===== src/rtl/ppi_pkg.sv =====
// Shared constants and types for the PPI port slice.
package ppi_pkg;

  localparam logic PPI_MODE0   = 1'b0;
  localparam logic PPI_MODE1   = 1'b1;
  localparam logic PPI_DIR_IN  = 1'b1;
  localparam logic PPI_DIR_OUT = 1'b0;

  typedef enum logic {
    HS_EMPTY = 1'b0,
    HS_FULL  = 1'b1
  } hs_state_t;

endpackage


===== src/rtl/ppi_edge_sync.sv =====
// Synchroniser plus edge detector for an asynchronous active-low strobe.
// level is registered; fall_c/rise_c are single-cycle pulses decoded from it.
module ppi_edge_sync #(
  parameter int unsigned SYNC_STAGES = 2
) (
  input  logic clk,
  input  logic rst,
  input  logic din,
  output logic level,
  output logic fall_c,
  output logic rise_c
);

  logic [SYNC_STAGES-1:0] sync_q;
  logic                   prev_q;

  // synchroniser chain and edge-detect history, idle high
  always_ff @(posedge clk or posedge rst) begin
    if (rst) begin
      sync_q <= '1;
      prev_q <= 1'b1;
    end else begin
      sync_q <= {sync_q[SYNC_STAGES-2:0], din};
      prev_q <= sync_q[SYNC_STAGES-1];
    end
  end

  assign level  = sync_q[SYNC_STAGES-1];
  assign fall_c = prev_q & ~level;
  assign rise_c = ~prev_q & level;

endmodule


===== src/rtl/ppi_strobed_port.sv =====
// 8255-style port slice: Mode 0 latched I/O and Mode 1 strobed handshake.
// Optional interrupt logic is built when PPI_PORT_INTR_EN is defined;
// otherwise intr is tied low and inte_set/inte_clr are ignored.
module ppi_strobed_port
  import ppi_pkg::*;
#(
  parameter int unsigned WIDTH       = 8,
  parameter int unsigned SYNC_STAGES = 2
) (
  input  logic             clk,
  input  logic             rst,
  input  logic             sel,
  input  logic             rd_n,
  input  logic             wr_n,
  input  logic [WIDTH-1:0] bus_din,
  output logic [WIDTH-1:0] bus_dout,
  output logic             bus_oe,
  input  logic             cfg_load,
  input  logic             cfg_mode,
  input  logic             cfg_dir,
  input  logic             inte_set,
  input  logic             inte_clr,
  input  logic [WIDTH-1:0] pin_in,
  output logic [WIDTH-1:0] pin_out,
  output logic             pin_oe,
  input  logic             stb_n,
  output logic             ibf,
  input  logic             ack_n,
  output logic             obf_n,
  output logic             intr
);

  logic             mode_q, mode_d;
  logic             dir_q, dir_d;
  hs_state_t        state_q, state_d;
  logic [WIDTH-1:0] in_latch_q, in_latch_d;
  logic [WIDTH-1:0] out_latch_d;
  logic             ibf_d, obf_n_d, pin_oe_d;
  logic             rd_n_q, wr_n_q;
  logic             rd_fall, rd_rise, wr_fall, wr_rise;
  logic             stb_lvl, stb_fall, stb_rise;
  logic             ack_lvl, ack_fall, ack_rise;
  logic             unused_lvl;

  ppi_edge_sync #(.SYNC_STAGES(SYNC_STAGES)) u_stb_sync (
    .clk    (clk),
    .rst    (rst),
    .din    (stb_n),
    .level  (stb_lvl),
    .fall_c (stb_fall),
    .rise_c (stb_rise)
  );

  ppi_edge_sync #(.SYNC_STAGES(SYNC_STAGES)) u_ack_sync (
    .clk    (clk),
    .rst    (rst),
    .din    (ack_n),
    .level  (ack_lvl),
    .fall_c (ack_fall),
    .rise_c (ack_rise)
  );

  assign unused_lvl = &{1'b0, stb_lvl, ack_lvl};

  // bus strobe edges, qualified by the port select
  assign rd_fall = sel & rd_n_q & ~rd_n;
  assign rd_rise = sel & ~rd_n_q & rd_n;
  assign wr_fall = sel & wr_n_q & ~wr_n;
  assign wr_rise = sel & ~wr_n_q & wr_n;

  // read path is combinational; only an input port drives the bus
  assign bus_dout = in_latch_q;
  assign bus_oe   = sel & ~rd_n & (dir_q == PPI_DIR_IN);

  // next-state for configuration, latches and handshake flags
  always_comb begin
    mode_d      = mode_q;
    dir_d       = dir_q;
    state_d     = state_q;
    in_latch_d  = in_latch_q;
    out_latch_d = pin_out;
    ibf_d       = ibf;
    obf_n_d     = obf_n;
    pin_oe_d    = pin_oe;
    if (cfg_load) begin
      mode_d      = cfg_mode;
      dir_d       = cfg_dir;
      state_d     = HS_EMPTY;
      in_latch_d  = '0;
      out_latch_d = '0;
      ibf_d       = 1'b0;
      obf_n_d     = 1'b1;
      pin_oe_d    = ~cfg_dir;
    end else begin
      if ((dir_q == PPI_DIR_OUT) && wr_rise) begin
        out_latch_d = bus_din;
      end
      if (mode_q == PPI_MODE0) begin
        if (dir_q == PPI_DIR_IN) begin
          in_latch_d = pin_in;
        end
      end else if (dir_q == PPI_DIR_IN) begin
        if (rd_rise) begin
          ibf_d   = 1'b0;
          state_d = HS_EMPTY;
        end
        // a strobe in the same cycle as read completion keeps the new data
        if (stb_fall) begin
          in_latch_d = pin_in;
          ibf_d      = 1'b1;
          state_d    = HS_FULL;
        end
      end else begin
        if (ack_fall) begin
          obf_n_d = 1'b1;
          state_d = HS_EMPTY;
        end
        if (wr_rise) begin
          obf_n_d = 1'b0;
          state_d = HS_FULL;
        end
      end
    end
  end

  // main state registers; reset leaves a Mode 0 input port
  always_ff @(posedge clk or posedge rst) begin
    if (rst) begin
      mode_q     <= PPI_MODE0;
      dir_q      <= PPI_DIR_IN;
      state_q    <= HS_EMPTY;
      in_latch_q <= '0;
      pin_out    <= '0;
      ibf        <= 1'b0;
      obf_n      <= 1'b1;
      pin_oe     <= 1'b0;
      rd_n_q     <= 1'b1;
      wr_n_q     <= 1'b1;
    end else begin
      mode_q     <= mode_d;
      dir_q      <= dir_d;
      state_q    <= state_d;
      in_latch_q <= in_latch_d;
      pin_out    <= out_latch_d;
      ibf        <= ibf_d;
      obf_n      <= obf_n_d;
      pin_oe     <= pin_oe_d;
      rd_n_q     <= rd_n;
      wr_n_q     <= wr_n;
    end
  end

`ifdef PPI_PORT_INTR_EN
  logic inte_q, inte_d;
  logic intr_d;

  // interrupt enable and request; clearing inte drops intr at once
  always_comb begin
    inte_d = inte_q;
    intr_d = intr;
    if (cfg_load) begin
      inte_d = 1'b0;
      intr_d = 1'b0;
    end else begin
      if (mode_q == PPI_MODE1) begin
        if (dir_q == PPI_DIR_IN) begin
          if (rd_fall) intr_d = 1'b0;
          if (stb_rise && (state_q == HS_FULL) && inte_q) intr_d = 1'b1;
        end else begin
          if (wr_fall) intr_d = 1'b0;
          if (ack_rise && inte_q) intr_d = 1'b1;
        end
      end
      if (inte_set) inte_d = 1'b1;
      if (inte_clr) begin
        inte_d = 1'b0;
        intr_d = 1'b0;
      end
    end
  end

  // interrupt registers
  always_ff @(posedge clk or posedge rst) begin
    if (rst) begin
      inte_q <= 1'b0;
      intr   <= 1'b0;
    end else begin
      inte_q <= inte_d;
      intr   <= intr_d;
    end
  end
`else
  logic unused_intr;

  assign intr        = 1'b0;
  assign unused_intr = &{1'b0, inte_set, inte_clr, rd_fall, wr_fall, stb_rise, ack_rise};
`endif

endmodule


===== config.mk =====
export PLATFORM = sky130hd
export DESIGN_NAME = ppi_strobed_port
export DESIGN_NICKNAME = d
export VERILOG_FILES = /design/src/rtl/ppi_pkg.sv /design/src/rtl/ppi_edge_sync.sv /design/src/rtl/ppi_strobed_port.sv
export SDC_FILE = /design/constraint.sdc
export NUM_CORES = 1
export LEC_CHECK = 0
export CAP_MARGIN = 20
export CORE_UTILIZATION = 36
export DETAILED_ROUTE_END_ITERATION = 10
export GPL_ROUTABILITY_DRIVEN = 0
export GPL_TIMING_DRIVEN = 1
export PLACE_DENSITY = 0.72
export SYNTH_ARGS = -nofsm -noshare
export SYNTH_HDL_FRONTEND = slang
export SYNTH_SLANG_ARGS = --single-unit

===== constraint.sdc =====
create_clock -name clk -period 1.3 [get_ports clk]
set_input_delay 0.13 -clock clk [delete_from_list [all_inputs] [get_ports clk]]
set_output_delay 0.13 -clock clk [all_outputs]
set_load 0.02 [all_outputs]

==> results.json, run 1 <==
{
  "met1_length_um": 904,
  "pwr-share-seq_pct": 55.1,
  "grt_pass1_vias": 875,
  "synth-main-ff-cell": "dfrtp_1",
  "critical_path_peak_fanout": 8,
  "r2r_start": "dir_q",
  "num_antenna_cells": 0,
  "layout_min_cycle_time_ns": 1.34,
  "die_w_um": 57.0,
  "root_buffer": "clkbuf_4",
  "synth_area_um2": 1090,
  "final_area_um2": 1650,
  "wl_mm": 2.35,
  "highest_layer": "met4",
  "clock_path_buffers": 2,
  "grt_max_degree": 30,
  "end_kind": "register",
  "finalPower_mw": 1.81,
  "detail_route.first_pass.iterations": 6,
  "yosysTopAreaCell": "dfrtp_1",
  "core.rowCount": 19,
  "drtIter0Drc": 15,
  "ant_nets": 0,
  "grt_usage_pct": 17.2,
  "vias": 787,
  "syn_nets": 103,
  "synth-async-reset-ratio_pct": 100,
  "setup_tns_ns": -0.239,
  "switching_share_pct": 26.4,
  "status": "finished, violations left",
  "cp.arrival_ns": 1.55,
  "initial_utilization_pct": 38.8,
  "ctsHoldBuffers": 0,
  "clk_pin_slew_ns": 0.09,
  "hold_path.class": "in2async",
  "antenna_found_initial": 0,
  "viasPerCell": 4.89,
  "ys_seq_area_share_pct": 67.8,
  "worst_hold_slack_ns": 0.129,
  "p_int_mw": 1.33,
  "wl_per_cell_um": 14.6,
  "cp-startpoint": "dir_q",
  "drv_slew": 0,
  "dpl_cell_area_um2": 1600,
  "leakagePower_nw": 0.820,
  "worst_slack_ns": -0.0402,
  "htreeDepth": 2,
  "synth.most_common_cell": "dfrtp_1",
  "clk_latency_ns": 0.33,
  "drc": 4,
  "ioPinCount": 49,
  "clock.fmax_ghz": 0.746,
  "die_area_um2": 3250,
  "post_cts_buffers": 0,
  "grt_pass1_wl_mm": 3.96,
  "wl_met2_mm": 1.20,
  "coreArea_um2": 2810,
  "postSynthCellCount": 75,
  "p_comb_share_pct": 16.7,
  "cts_sinks": 29,
  "power.share.clock_pct": 28.2,
  "setup_violations": 8,
  "synth_area_leaders": "dfrtp_1 44%, dfstp_2 24%, a22o_1 13%, nand2_1 2.4%, nand2b_1 2.3%",
  "cp-start-kind": "register",
  "clock_skew_ns": 0.00697,
  "worstSetupPathType": "reg2reg",
  "cts_tree": "built",
  "ys_warn_count": 0,
  "synth_common_cells": "19 x dfrtp_1, 16 x a22o_1, 10 x dfstp_2",
  "ir_drop_mv": 0.666,
  "overflow": 0,
  "synth-edff-count": 0,
  "ys_ff_latch": 29,
  "p_switching_mw": 0.478,
  "netlist.area_leader.share_pct": 43.7,
  "cts_made_buffers": 5,
  "rsz0062_at_grt": "true",
  "io_buffers": 45,
  "power.density_nw_per_um2": 1100,
  "violations": "DRC, setup timing",
  "met3_length_um": 163,
  "post-dp-hpwl_mm": 1.71,
  "max_cap_violations": 0,
  "avgSynthCellArea_um2": 14.5,
  "final_nets": 157,
  "synth_cell_type_count": 22,
  "post-route-period-util_pct": 103,
  "drive_above_1_share_pct": 23.1,
  "die_h_um": 57.0,
  "crit_required_ns": 1.51,
  "area_growth_pct": 51.3,
  "finalHoldViolations": 0
}
[critical path: stages (launching register included)]
cell and delay (ns):
dfstp_2 0.39, buf_6 0.13, nor4bb_4 0.32, nor2_2 0.14, a22o_1 0.26
[timing repair]
| item | CTS | global route |
|---|---|---|
| endpoints found under the setup margin | 36 | 15 |
| pin swaps | 1 | 3 |
| hold endpoints to repair | 0 | 0 |
| gates resized for setup | 29 | 1 |
[power by group through the flow]
stage | registers [mW] | logic, mW | clock network, mW
after CTS | 0.997 | 0.308 | 0.538
after detailed placement | 1.01 | 0.327 | 0
final | 0.996 | 0.303 | 0.511
after floorplan | 1.05 | 0.0969 | 0
after global placement | 1.01 | 0.318 | 0
after global routing | 1.00 | 0.326 | 0.584
[state kept, by name, indices dropped and copies added, names as in the netlist]
signal / flops
rd_n_q: 1
pin_out: 8
obf_n: 1
pin_oe: 1
ibf: 1
u_ack_sync.prev_q: 1
u_stb_sync.prev_q: 1
bus_dout: 8
wr_n_q: 1
mode_q: 1
u_ack_sync.sync_q: 2
u_stb_sync.sync_q: 2
dir_q: 1
[path summary, 6_finish.rpt]
path,endpoint,slack [ns],depth (start not counted)
max,pin_out[2],-0.04,4
min,mode_q,0.13,3
max reg2reg,pin_out[2],-0.04,4
min reg2reg,u_ack_sync.sync_q[1],0.36,0
max in group asynchronous,u_ack_sync.sync_q[0],0.94,3
min in group clk,u_stb_sync.sync_q[0],0.20,1
[placed cells by master, fill, tap and decap left out, types with 2 or more instances in the layout]
cell type	Yosys	layout
clkdlybuf4s50_1	0	25
dfrtp_1	19	19
dlygate4sd2_1	0	18
a22o_1	16	16
dfstp_2	10	10
nand2_1	7	7
clkbuf_4	0	5
nand2b_1	4	4
buf_4	1	4
inv_1	2	2
mux2i_1	2	2
clkinv_2	0	2
[per-layer routing]
| metal | global-route usage, % | up-vias |
|---|---|---|
| met5 | 0 | - |
| met4 | 12.5 | 0 |
| met3 | 5.67 | 8 |
| met2 | 27.4 | 35 |
| met1 | 19.5 | 368 |
| li1 | - | 376 |
[kinds of logic (layout without fill, tap and decap cells)]
kind of cell           Yosys count  in the layout  share of synthesized area [%]
flip-flops                      29             29                           67.8
AO/OA/AOI/OAI                   20             20                           16.1
AND/OR/NAND/NOR                 18             18                           11.0
buffers and inverters            5             60                           2.87
multiplexers                     2              2                           1.84
other                            1              1                          0.344
[per-stage QoR]
step,util [%],setup WS [ns],instances
2_1_floorplan,-,0.102,75
3_3_place_gp,57.2,-0.244,153
3_5_place_dp,57.2,-0.279,153
4_1_cts,58.6,-0.0594,161
5_1_grt,58.7,-0.123,161
6_report,58.7,-0.0402,161
[cell type report]
cell class	instances	area, um^2
fillers	243	1160
flip-flops and latches	29	738
repair buffers	50	480
multi-input cells	41	330
clock buffers	6	41.3
well taps	31	38.8
clock inverters	2	10.0
inverters	2	7.51
No activity file was read; power rests on OpenSTA's default activity.
==> run 2, diff against run 1 <==
--- a/config.mk
+++ b/config.mk
@@ -6,7 +6,10 @@
 export NUM_CORES = 1
 export LEC_CHECK = 0
 export CAP_MARGIN = 20
-export CORE_UTILIZATION = 36
+export CELL_PAD_IN_SITES_DETAIL_PLACEMENT = 0
+export CELL_PAD_IN_SITES_GLOBAL_PLACEMENT = 1
+export CORE_MARGIN = 4
+export CORE_UTILIZATION = 28
 export DETAILED_ROUTE_END_ITERATION = 10
 export GPL_ROUTABILITY_DRIVEN = 0
 export GPL_TIMING_DRIVEN = 1
==> run 2 against run 1 <==
Net effect: the flow now finishes without violations; worst hold slack gained 0.054 ns; worst setup slack gained 0.057 ns; clock power grew 36%; sequential power is essentially flat; non-clock buffer count grew 5; critical path depth shrank 1; register-to-register slack gained 0.11 ns; first-iteration DRC count shrank 13%; clock skew shrank 0.0015 ns; fmax grew 4.4%; cell count grew 14%; sequential share of layout area shrank 2.6 points; highest routed layer unchanged.
==> results.json, run 2 (same netlist as run 1, synthesis figures left out) <==
{
  "clk_latency_ns": 0.28,
  "crit_required_ns": 1.17,
  "seq_area_um2": 738,
  "cp-start-kind": "register",
  "clock.fmax_ghz": 0.779,
  "leakagePower_nw": 0.866,
  "cts_made_buffers": 5,
  "grt_max_degree": 30,
  "cts_tree": "built",
  "multiInputGateArea_um2": 343,
  "pwr-share-seq_pct": 49.5,
  "area_growth_pct": 60.6,
  "cp.arrival_ns": 1.15,
  "overflow": 0,
  "p_switching_mw": 0.503,
  "finalHoldViolations": 0,
  "worst_slack_ns": 0.0165,
  "die_h_um": 70.4,
  "power.density_nw_per_um2": 1150,
  "drv_slew": 0,
  "critical_path_peak_fanout": 3,
  "dpl_worst_slack_ns": -0.275,
  "layout_commonest_cell": "clkdlybuf4s50_1",
  "clk_pin_slew_ns": 0.06,
  "nFillCells": 346,
  "antenna_found_initial": 0,
  "r2r_start": "dir_q",
  "ioPinCount": 49,
  "core.rowCount": 22,
  "initial_utilization_pct": 29.3,
  "post_cts_buffers": 0,
  "setup_tns_ns": 0,
  "r2r_setup_slack_ns": 0.07,
  "root_buffer": "clkbuf_8",
  "grt_pass1_wl_mm": 4.12,
  "detail_route.first_pass.iterations": 3,
  "io_buffers": 45,
  "post-dp-hpwl_mm": 1.84,
  "wl_mm": 2.45,
  "num_antenna_cells": 0,
  "max_cap_violations": 0,
  "drtIter0Drc": 13,
  "end_kind": "primary output",
  "worstSetupPathType": "reg2out",
  "rr_worst_depth": 3,
  "cts_sinks": 29,
  "drive_above_1_share_pct": 25.9,
  "rsz0062_at_grt": "true",
  "die_area_um2": 4950,
  "grt_pass1_vias": 900,
  "p_comb_share_pct": 16.0,
  "status": "complete, no violations",
  "clock_path_buffers": 2,
  "viasPerCell": 4.44,
  "coreArea_um2": 3720,
  "mostFrequentLayoutCells": "25 x clkdlybuf4s50_1, 19 x dfrtp_1, 18 x dlygate4sd2_1",
  "htreeDepth": 2,
  "final_nets": 162,
  "layout_min_cycle_time_ns": 1.28,
  "ant_nets": 0,
  "vias": 812,
  "reg2reg_to": "pin_out[0]",
  "p_int_mw": 1.51,
  "setup_violations": 0,
  "power.share.clock_pct": 34.5,
  "switching_share_pct": 25.0,
  "ir_drop_mv": 0.549,
  "wl_per_cell_um": 13.4,
  "post-route-period-util_pct": 98.7,
  "drc": 0,
  "die_w_um": 70.4,
  "grt_usage_pct": 10.7,
  "hold_path.class": "in2async",
  "clock_skew_ns": 0.00546
}
run 2: cell count changes in the layout (fill, tap and decap cells not counted), sizes merged:
cell  previous run  this run
buf              6        11
run 2: what timing repair did:
item / 4_1_cts / 5_1_grt
pin swaps: 0 / 1
hold buffers: 0 / 0
endpoints found under the setup margin: 29 / 10
resized for setup: 26 / 5
endpoints found under the hold margin: 0 / 0
run 2: how the worst max path moves through the flow:
stage               startpoint          to  slack, ns  depth (start not counted)
detailed placement        wr_n  pin_out[0]      -0.28                          4
global placement           sel      bus_oe      -0.21                          4
floorplan                dir_q  pin_out[0]       0.10                          4
CTS                      dir_q      bus_oe      0.005                          3
finish                   dir_q      bus_oe       0.02                          3
global route             dir_q      bus_oe      -0.02                          3
run 2: power groups by stage:
stage / sequential [mW] / clock [mW] / combinational, mW
after floorplan: 1.05 / 0 / 0.0969
after global placement: 1.01 / 0 / 0.338
after detailed placement: 1.01 / 0 / 0.344
after CTS: 0.997 / 0.722 / 0.324
after global routing: 1.00 / 0.750 / 0.350
final: 0.997 / 0.696 / 0.322
run 2: critical path, stage by stage, from the launching register on:
cell and delay [ns]:
dfstp_2 0.57, nand2_1 0.06, nor2_1 0.10, buf_4 0.15
run 2: layer usage:
layer  global-route usage, %  vias to the layer above  routed length, um
met3                    6.04                        4                207
met2                    17.5                       27               1230
met5                       0                        -                  0
met4                    3.19                        0                 27
li1                        -                      384                  -
met1                    11.9                      397                980
run 2: final cells by class:
cell class              instances  area share, %
well taps                      48           3.44
flip-flops and latches         29           42.2
repair buffers                 55           29.6
inverters                       2          0.429
clock buffers                   6           4.15
clock inverters                 2          0.573
multi-input cells              41           19.6
run 2: stage by stage:
stage / hold slack, ns / total power, mW / util, % / cell area [um^2] / std cells
floorplan: 0.134 / 1.15 / - / 1090 / 75
global placement: 0.346 / 1.35 / 44.9 / 1670 / 176
detailed placement: 0.347 / 1.35 / 44.9 / 1670 / 176
CTS: 0.186 / 2.04 / 46.7 / 1740 / 184
global route: 0.203 / 2.10 / 47.0 / 1750 / 183
finish: 0.183 / 2.01 / 47.0 / 1750 / 183
